## config.mk

```make
export PLATFORM = sky130hd
export DESIGN_NAME = clk_div_prog_flat
export DESIGN_NICKNAME = d
export VERILOG_FILES = /design/src/rtl/clk_div_pkg.sv /design/src/rtl/clk_div_if.sv /design/src/rtl/clk_div_core.sv /design/src/rtl/clk_div_prog.sv /design/src/flat_wrapper.sv
export SDC_FILE = /design/constraint.sdc
export NUM_CORES = 1
export LEC_CHECK = 0
export ABC_CLOCK_PERIOD_IN_PS = 6300
export CORE_ASPECT_RATIO = 0.9
export CORE_UTILIZATION = 30
export DETAILED_ROUTE_END_ITERATION = 16
export HOLD_SLACK_MARGIN = 0.02
export SETUP_SLACK_MARGIN = 0.4
export SLEW_MARGIN = 15
export SYNTH_ARGS = -nofsm -noshare
export SYNTH_HDL_FRONTEND = slang
export SYNTH_SLANG_ARGS = --single-unit
```

## constraint.sdc

```tcl
create_clock -name clk_in -period 6.3 [get_ports clk_in]
set_input_delay 0.945 -clock clk_in [delete_from_list [all_inputs] [get_ports clk_in]]
set_output_delay 0.945 -clock clk_in [all_outputs]
set_load 0.01 [all_outputs]
```

## src/rtl/clk_div_pkg.sv

```systemverilog
// rtl/clk_div_pkg.sv - shared constants, state encoding and ratio clamp for the programmable divider
package clk_div_pkg;

  localparam int DIV_WIDTH_DEF = 8;
  localparam int MIN_RATIO     = 2;
  localparam int RST_RATIO_DEF = 2;

  typedef enum logic [1:0] {
    ST_STOP = 2'd0,
    ST_RUN  = 2'd1,
    ST_PEND = 2'd2
  } state_t;

  // Ratios below MIN_RATIO cannot produce both a high and a low phase.
  function automatic int clamp_ratio(input int r);
    return (r < MIN_RATIO) ? MIN_RATIO : r;
  endfunction

endpackage

```

## src/rtl/clk_div_if.sv

```systemverilog
// rtl/clk_div_if.sv - control and divided-clock signal bundle for clk_div_prog
interface clk_div_if
  import clk_div_pkg::*;
#(
  parameter int DIV_WIDTH = DIV_WIDTH_DEF
);

  logic                 en;
  logic [DIV_WIDTH-1:0] div_ratio;
  logic                 div_load;
  logic                 div_ack;
  logic                 busy;
  logic                 clk_out;
  logic                 tick;

  modport master (
    output en, div_ratio, div_load,
    input  div_ack, busy, clk_out, tick
  );

  modport slave (
    input  en, div_ratio, div_load,
    output div_ack, busy, clk_out, tick
  );

endinterface

```

## src/rtl/clk_div_core.sv

```systemverilog
// rtl/clk_div_core.sv - period counter, high-time compare, registered clk_out and tick
module clk_div_core
  import clk_div_pkg::*;
#(
  parameter int DIV_WIDTH = DIV_WIDTH_DEF
) (
  input  logic                 clk_in,
  input  logic                 rst,
  input  logic                 run,
  input  logic [DIV_WIDTH-1:0] n_a,
  output logic                 clk_out,
  output logic                 tick,
  output logic                 wrap
);

  logic [DIV_WIDTH-1:0] cnt;
  logic [DIV_WIDTH-1:0] cnt_next;
  logic [DIV_WIDTH-1:0] high_time;
  // Set while stopped; keeps clk_out low for the whole first period so the
  // first rising edge lands on the first wrap.
  logic                 primed;

  // ceil(n_a/2) without needing an extra carry bit
  assign high_time = (n_a >> 1) + DIV_WIDTH'(n_a[0]);
  assign wrap      = run && (cnt >= (n_a - DIV_WIDTH'(1)));

  // Next count: advance while running, wrap at n_a-1, park at 0 when stopped
  always_comb begin
    cnt_next = '0;
    if (run && !wrap) begin
      cnt_next = cnt + DIV_WIDTH'(1);
    end
  end

  // Count, clk_out and tick all registered from the next count value
  always_ff @(posedge clk_in) begin
    if (rst) begin
      cnt     <= '0;
      primed  <= 1'b1;
      clk_out <= 1'b0;
      tick    <= 1'b0;
    end else begin
      cnt     <= cnt_next;
      tick    <= wrap;
      clk_out <= run && (cnt_next < high_time) && (!primed || wrap);
      if (!run) begin
        primed <= 1'b1;
      end else if (wrap) begin
        primed <= 1'b0;
      end
    end
  end

endmodule

```

## src/rtl/clk_div_prog.sv

```systemverilog
// rtl/clk_div_prog.sv - programmable clock divider with glitch-free ratio update handshake
module clk_div_prog
  import clk_div_pkg::*;
#(
  parameter int DIV_WIDTH = DIV_WIDTH_DEF,
  parameter int RST_RATIO = RST_RATIO_DEF
) (
  input  logic      clk_in,
  input  logic      rst,
  clk_div_if.slave  bus
);

  localparam logic [DIV_WIDTH-1:0] RST_CLAMPED = DIV_WIDTH'(clamp_ratio(RST_RATIO));
  localparam logic [DIV_WIDTH-1:0] MIN_R       = DIV_WIDTH'(MIN_RATIO);

  state_t               state;
  state_t               state_next;
  logic [DIV_WIDTH-1:0] n_a;
  logic [DIV_WIDTH-1:0] n_p;
  logic [DIV_WIDTH-1:0] ratio_clamped;
  logic                 div_ack_q;
  logic                 run;
  logic                 capture;
  logic                 apply_pend;
  logic                 apply_direct;
  logic                 wrap;
  logic                 core_clk_out;
  logic                 core_tick;

  assign ratio_clamped = (bus.div_ratio < MIN_R) ? MIN_R : bus.div_ratio;

  // State register
  always_ff @(posedge clk_in) begin
    if (rst) begin
      state <= ST_STOP;
    end else begin
      state <= state_next;
    end
  end

  // Next state: en gates everything, a load moves RUN to PEND, a wrap retires PEND
  always_comb begin
    state_next = state;
    unique case (state)
      ST_STOP: if (bus.en) state_next = ST_RUN;
      ST_RUN: begin
        if (!bus.en)           state_next = ST_STOP;
        else if (bus.div_load) state_next = ST_PEND;
      end
      ST_PEND: begin
        if (!bus.en)  state_next = ST_STOP;
        else if (wrap) state_next = ST_RUN;
      end
      default: state_next = ST_STOP;
    endcase
  end

  // Control decode: a stopped or stopping divider applies ratios at once,
  // a running one defers them to the period boundary
  always_comb begin
    run          = 1'b0;
    capture      = 1'b0;
    apply_pend   = 1'b0;
    apply_direct = 1'b0;
    unique case (state)
      ST_STOP: apply_direct = bus.div_load;
      ST_RUN: begin
        run          = bus.en;
        capture      = bus.en && bus.div_load;
        apply_direct = !bus.en && bus.div_load;
      end
      ST_PEND: begin
        run        = bus.en;
        apply_pend = !bus.en || wrap;
      end
      default: ;
    endcase
  end

  // Active/pending ratio registers and the acknowledge pulse
  always_ff @(posedge clk_in) begin
    if (rst) begin
      n_a       <= RST_CLAMPED;
      n_p       <= RST_CLAMPED;
      div_ack_q <= 1'b0;
    end else begin
      div_ack_q <= apply_pend || apply_direct;
      if (capture)           n_p <= ratio_clamped;
      if (apply_pend)        n_a <= n_p;
      else if (apply_direct) n_a <= ratio_clamped;
    end
  end

  clk_div_core #(
    .DIV_WIDTH (DIV_WIDTH)
  ) u_core (
    .clk_in  (clk_in),
    .rst     (rst),
    .run     (run),
    .n_a     (n_a),
    .clk_out (core_clk_out),
    .tick    (core_tick),
    .wrap    (wrap)
  );

  assign bus.clk_out = core_clk_out;
  assign bus.tick    = core_tick;
  assign bus.div_ack = div_ack_q;
  assign bus.busy    = (state == ST_PEND);

endmodule

```

## src/flat_wrapper.sv

```systemverilog
// flat-port wrapper written by rule: the top's interface ports become plain ports
module clk_div_prog_flat import clk_div_pkg::*;
#(
  parameter int DIV_WIDTH = DIV_WIDTH_DEF,
  parameter int RST_RATIO = RST_RATIO_DEF
)
  (clk_in, rst, bus_en, bus_div_ratio, bus_div_load, bus_div_ack, bus_busy, bus_clk_out, bus_tick);
  clk_div_if #(.DIV_WIDTH(DIV_WIDTH)) bus_i ();
  input  logic clk_in;
  input  logic rst;
  input wire logic [$bits(bus_i.en)-1:0] bus_en;
  input wire logic [$bits(bus_i.div_ratio)-1:0] bus_div_ratio;
  input wire logic [$bits(bus_i.div_load)-1:0] bus_div_load;
  output wire logic [$bits(bus_i.div_ack)-1:0] bus_div_ack;
  output wire logic [$bits(bus_i.busy)-1:0] bus_busy;
  output wire logic [$bits(bus_i.clk_out)-1:0] bus_clk_out;
  output wire logic [$bits(bus_i.tick)-1:0] bus_tick;
  assign bus_i.en = bus_en;
  assign bus_i.div_ratio = bus_div_ratio;
  assign bus_i.div_load = bus_div_load;
  assign bus_div_ack = bus_i.div_ack;
  assign bus_busy = bus_i.busy;
  assign bus_clk_out = bus_i.clk_out;
  assign bus_tick = bus_i.tick;
  clk_div_prog #(.DIV_WIDTH(DIV_WIDTH), .RST_RATIO(RST_RATIO)) u_core (.clk_in(clk_in), .rst(rst), .bus(bus_i));
endmodule
```

==> summary.txt <==
Detailed routing
  • Via count: 1661
  • Wire per inst: approximately 13 um
  • Initial drt markers: 92
  • Total wire length: 4272 um
  • TritonRoute pass-1 iters: 4
  • DRT antenna net count: 0
  • DRC Markers: 0
  • Routed vias/inst: 4.973

Place
  • PortBufs: 15
  • Placed cell area: ~2200 um2
  • Routability cong.: 0.7793
  • Dpl hpwl: 3302 um

CTS
  • CTS tree: yes
  • H-Tree Level Count: 2
  • Root Driver: clkbuf_8
  • Clk sinks: 30
  • TritonCTS Buffers: 5
  • Post-CTS Hold Fix Bufs: 0
  • Post-CTS setup buffer count: 0
  • Clk slew on worst S/H paths: 0.07 ns
  • Worst-Skew Late Latency: 0.28 ns
  • Clock Tree Buf Depth: 2
  • CTS resizes: 0

Cells and area
  • Footprint of the multi-input gates: around 1300 um2
  • Fin area: 2275 um2
  • Layout cells sized above 1: 6.883%
  • Reg area: 600.6 um2
  • Final core occ: 36.20%
  • P&R area growth vs syn: 14.05%
  • Final #Nets: 281
  • Fillers: 695
  • Ant diodes: 0

Floorplan
  • Die Y: 79.35 um
  • Initial Util: 31.74%
  • I/O pin total: 16
  • CORE AREA: about 6300 um2
  • Die Wd: 87.95 um
  • Die area: between 6000 and 7000 um2
  • Cell row count: 27

Logic synthesis
  • Adder-Cell Fraction of Synth Area: roughly 14%
  • Synth Area in XOR/XNOR: 7.465%
  • Top post-synthesis cells by area: dfxtp_1 30%, ha_1 14%, nor2_1 4.5%, a211oi_2 4.4%, nand2_1 4.0%
  • Syn_nets: 273
  • Post-synthesis cell area: 1994 um2
  • Avg Inst Size Synth: 8.380 um2
  • Synth Area in Compound Gates: between 10% and 20%
  • Main combinational cell family by area after synthesis: simple AND/OR/NAND/NOR gates
  • Synth Area in Simple Gates: between 20% and 30%
  • Mux cell area share after synthesis: under 10%
  • Post-synth EDFFs: 0
  • Most common cell in the netlist: dfxtp_1
  • Register area share after synthesis: 30.11%
  • Fraction of registers with async set/reset: 0%
  • Register bit total from synthesis: 30
  • Synth top area share: between 30 and 40%
  • Post-Syn Instances: 238
  • Top FF cell, synth: dfxtp_1
  • Commonest cells post-synth: 30 x dfxtp_1, 24 x nor2_1, 23 x ha_1
  • Netlist cell types: 41
  • Synth Warn #: 0
  • Largest area contributor in the netlist: dfxtp_1

Setup path
  • CP Capture Type: flip-flop
  • CP startpoint kind: flip-flop
  • Kind of critical path: reg -> reg
  • Arr. time, crit path: 3.46 ns
  • Critical path required time: approximately 6.5 ns
  • Critical Path Fanout Max: 13

Power
  • Tot Pwr: approximately 0.48 mW
  • PD cells: 210.4 nW/um2
  • Pleak: 0.8641 nW
  • VDD IR max: approximately 0.000096 V

Global routing
  • Vias in the first global route: approximately 1500
  • Congestion Overflow GR: 0
  • Largest net degree at the start of global routing: 26
  • Initial antenna violation count: 0
  • First-pass GRT wire length: 7134 um
  • GRT Overall Usage: 13.37%

Timing
  • Crit path time final: 3.239 ns
  • Achievable frequency: 0.3087 GHz
  • Max transition margin: 28.15%
  • Slew Viols, Final: 0
  • Final cycle utilization of the critical path: 51.41%
  • Tightest Pin Transition: 1.074 ns
  • Setup tns final: 0 ns
  • Hold WS: between 0.4 and 0.5 ns
  • Final setup fails: 0
  • RSZ-0062 raised after global routing: false
  • Hold Vio Cnt, Final: 0
  • Worst Skew: 0.008833 ns

Worst hold path
  • Hold crit path type: reg -> reg

Run
  • Max Cap Violations: 0

Status
  • Status: complete, no violations
[cell families (layout without fill, tap and decap cells)]
group / after synthesis / after routing
xor+xnor: 17 / 17
flops: 30 / 30
fa+ha+maj: 23 / 23
compound gates: 49 / 49
buf+inv: 27 / 36
simple gates: 85 / 85
mux: 7 / 7
[critical path, cell delays in order, from the launching register on]
cell and delay, ns:
dfxtp_1 0.39, inv_1 0.10, ha_1 0.24, xnor2_1 0.14, ha_1 0.29, and3_1 0.18
o21ai_0 0.16, a31o_2 0.34, nand3_1 0.25, nor2_1 0.17, ha_1 0.25, a2111oi_0 0.37
o311ai_0 0.16, a21oi_1 0.13
[area by class of cell]
| cell class | instances | share of cell area, % |
|---|---|---|
| multi-input combinational | 181 | 55.89 |
| sequential | 30 | 26.40 |
| timing repair buffer | 15 | 6.601 |
| tap | 87 | 4.785 |
| clock buffer | 6 | 3.630 |
| inverter | 13 | 2.145 |
| clock inverter | 2 | 0.5501 |
[power by group]
group          internal (mW)  switching, mW  total, mW
clock network         0.0877         0.0779      0.166
logic                 0.0467         0.0556      0.102
registers              0.199         0.0121      0.211
[path summary, 6_finish.rpt]
kind	end	slack (ns)	from	cells after the start
worst max register to register	u_core.u_core.clk_out	3.06	u_core.n_a[0]	13
worst min-delay path	u_core.n_p[0]	0.46	u_core.n_p[0]	2
worst max-delay path	u_core.u_core.clk_out	3.06	u_core.n_a[0]	13
worst min register to register	u_core.n_p[0]	0.46	u_core.n_p[0]	2
[sequential cells by signal, summed over array words and instances (netlist names)]
register,count
u_core.u_core.cnt,8
u_core.u_core.clk_out,1
u_core.u_core.tick,1
u_core.state,2
u_core.bus.div_ack,1
u_core.n_p,8
u_core.u_core.primed,1
u_core.n_a,8
[metal layers]
metal,vias up,global-route usage [%],routed length (um)
li1,858,-,-
met1,773,18.80,2187
met2,26,19.84,1869
met3,4,3.119,170
met4,0,4.426,45
met5,-,0,0
[placed cells by master (no fill, tap or decap), types with 6 or more instances in the layout]
| cell | count |
|---|---|
| nor2_1 | 24 |
| a21oi_1 | 15 |
| xnor2_1 | 8 |
| dfxtp_1 | 30 |
| inv_1 | 13 |
| ha_1 | 23 |
| nand2_1 | 21 |
| clkbuf_8 | 6 |
| nand3_1 | 12 |
| xor2_1 | 9 |
| mux2i_1 | 7 |
| and3_1 | 8 |
| clkdlybuf4s50_1 | 15 |
| a211oi_1 | 8 |
| a211oi_2 | 7 |
[through the flow]
| step | setup slack, ns | instances |
|---|---|---|
| 4_1_cts | 3.062 | 334 |
| 5_1_grt | 2.749 | 334 |
| 6_report | 3.061 | 334 |
| 2_1_floorplan | 3.281 | 238 |
| 3_3_place_gp | 3.165 | 326 |
| 3_5_place_dp | 3.086 | 326 |
No activity file was read; power rests on OpenSTA's default activity.
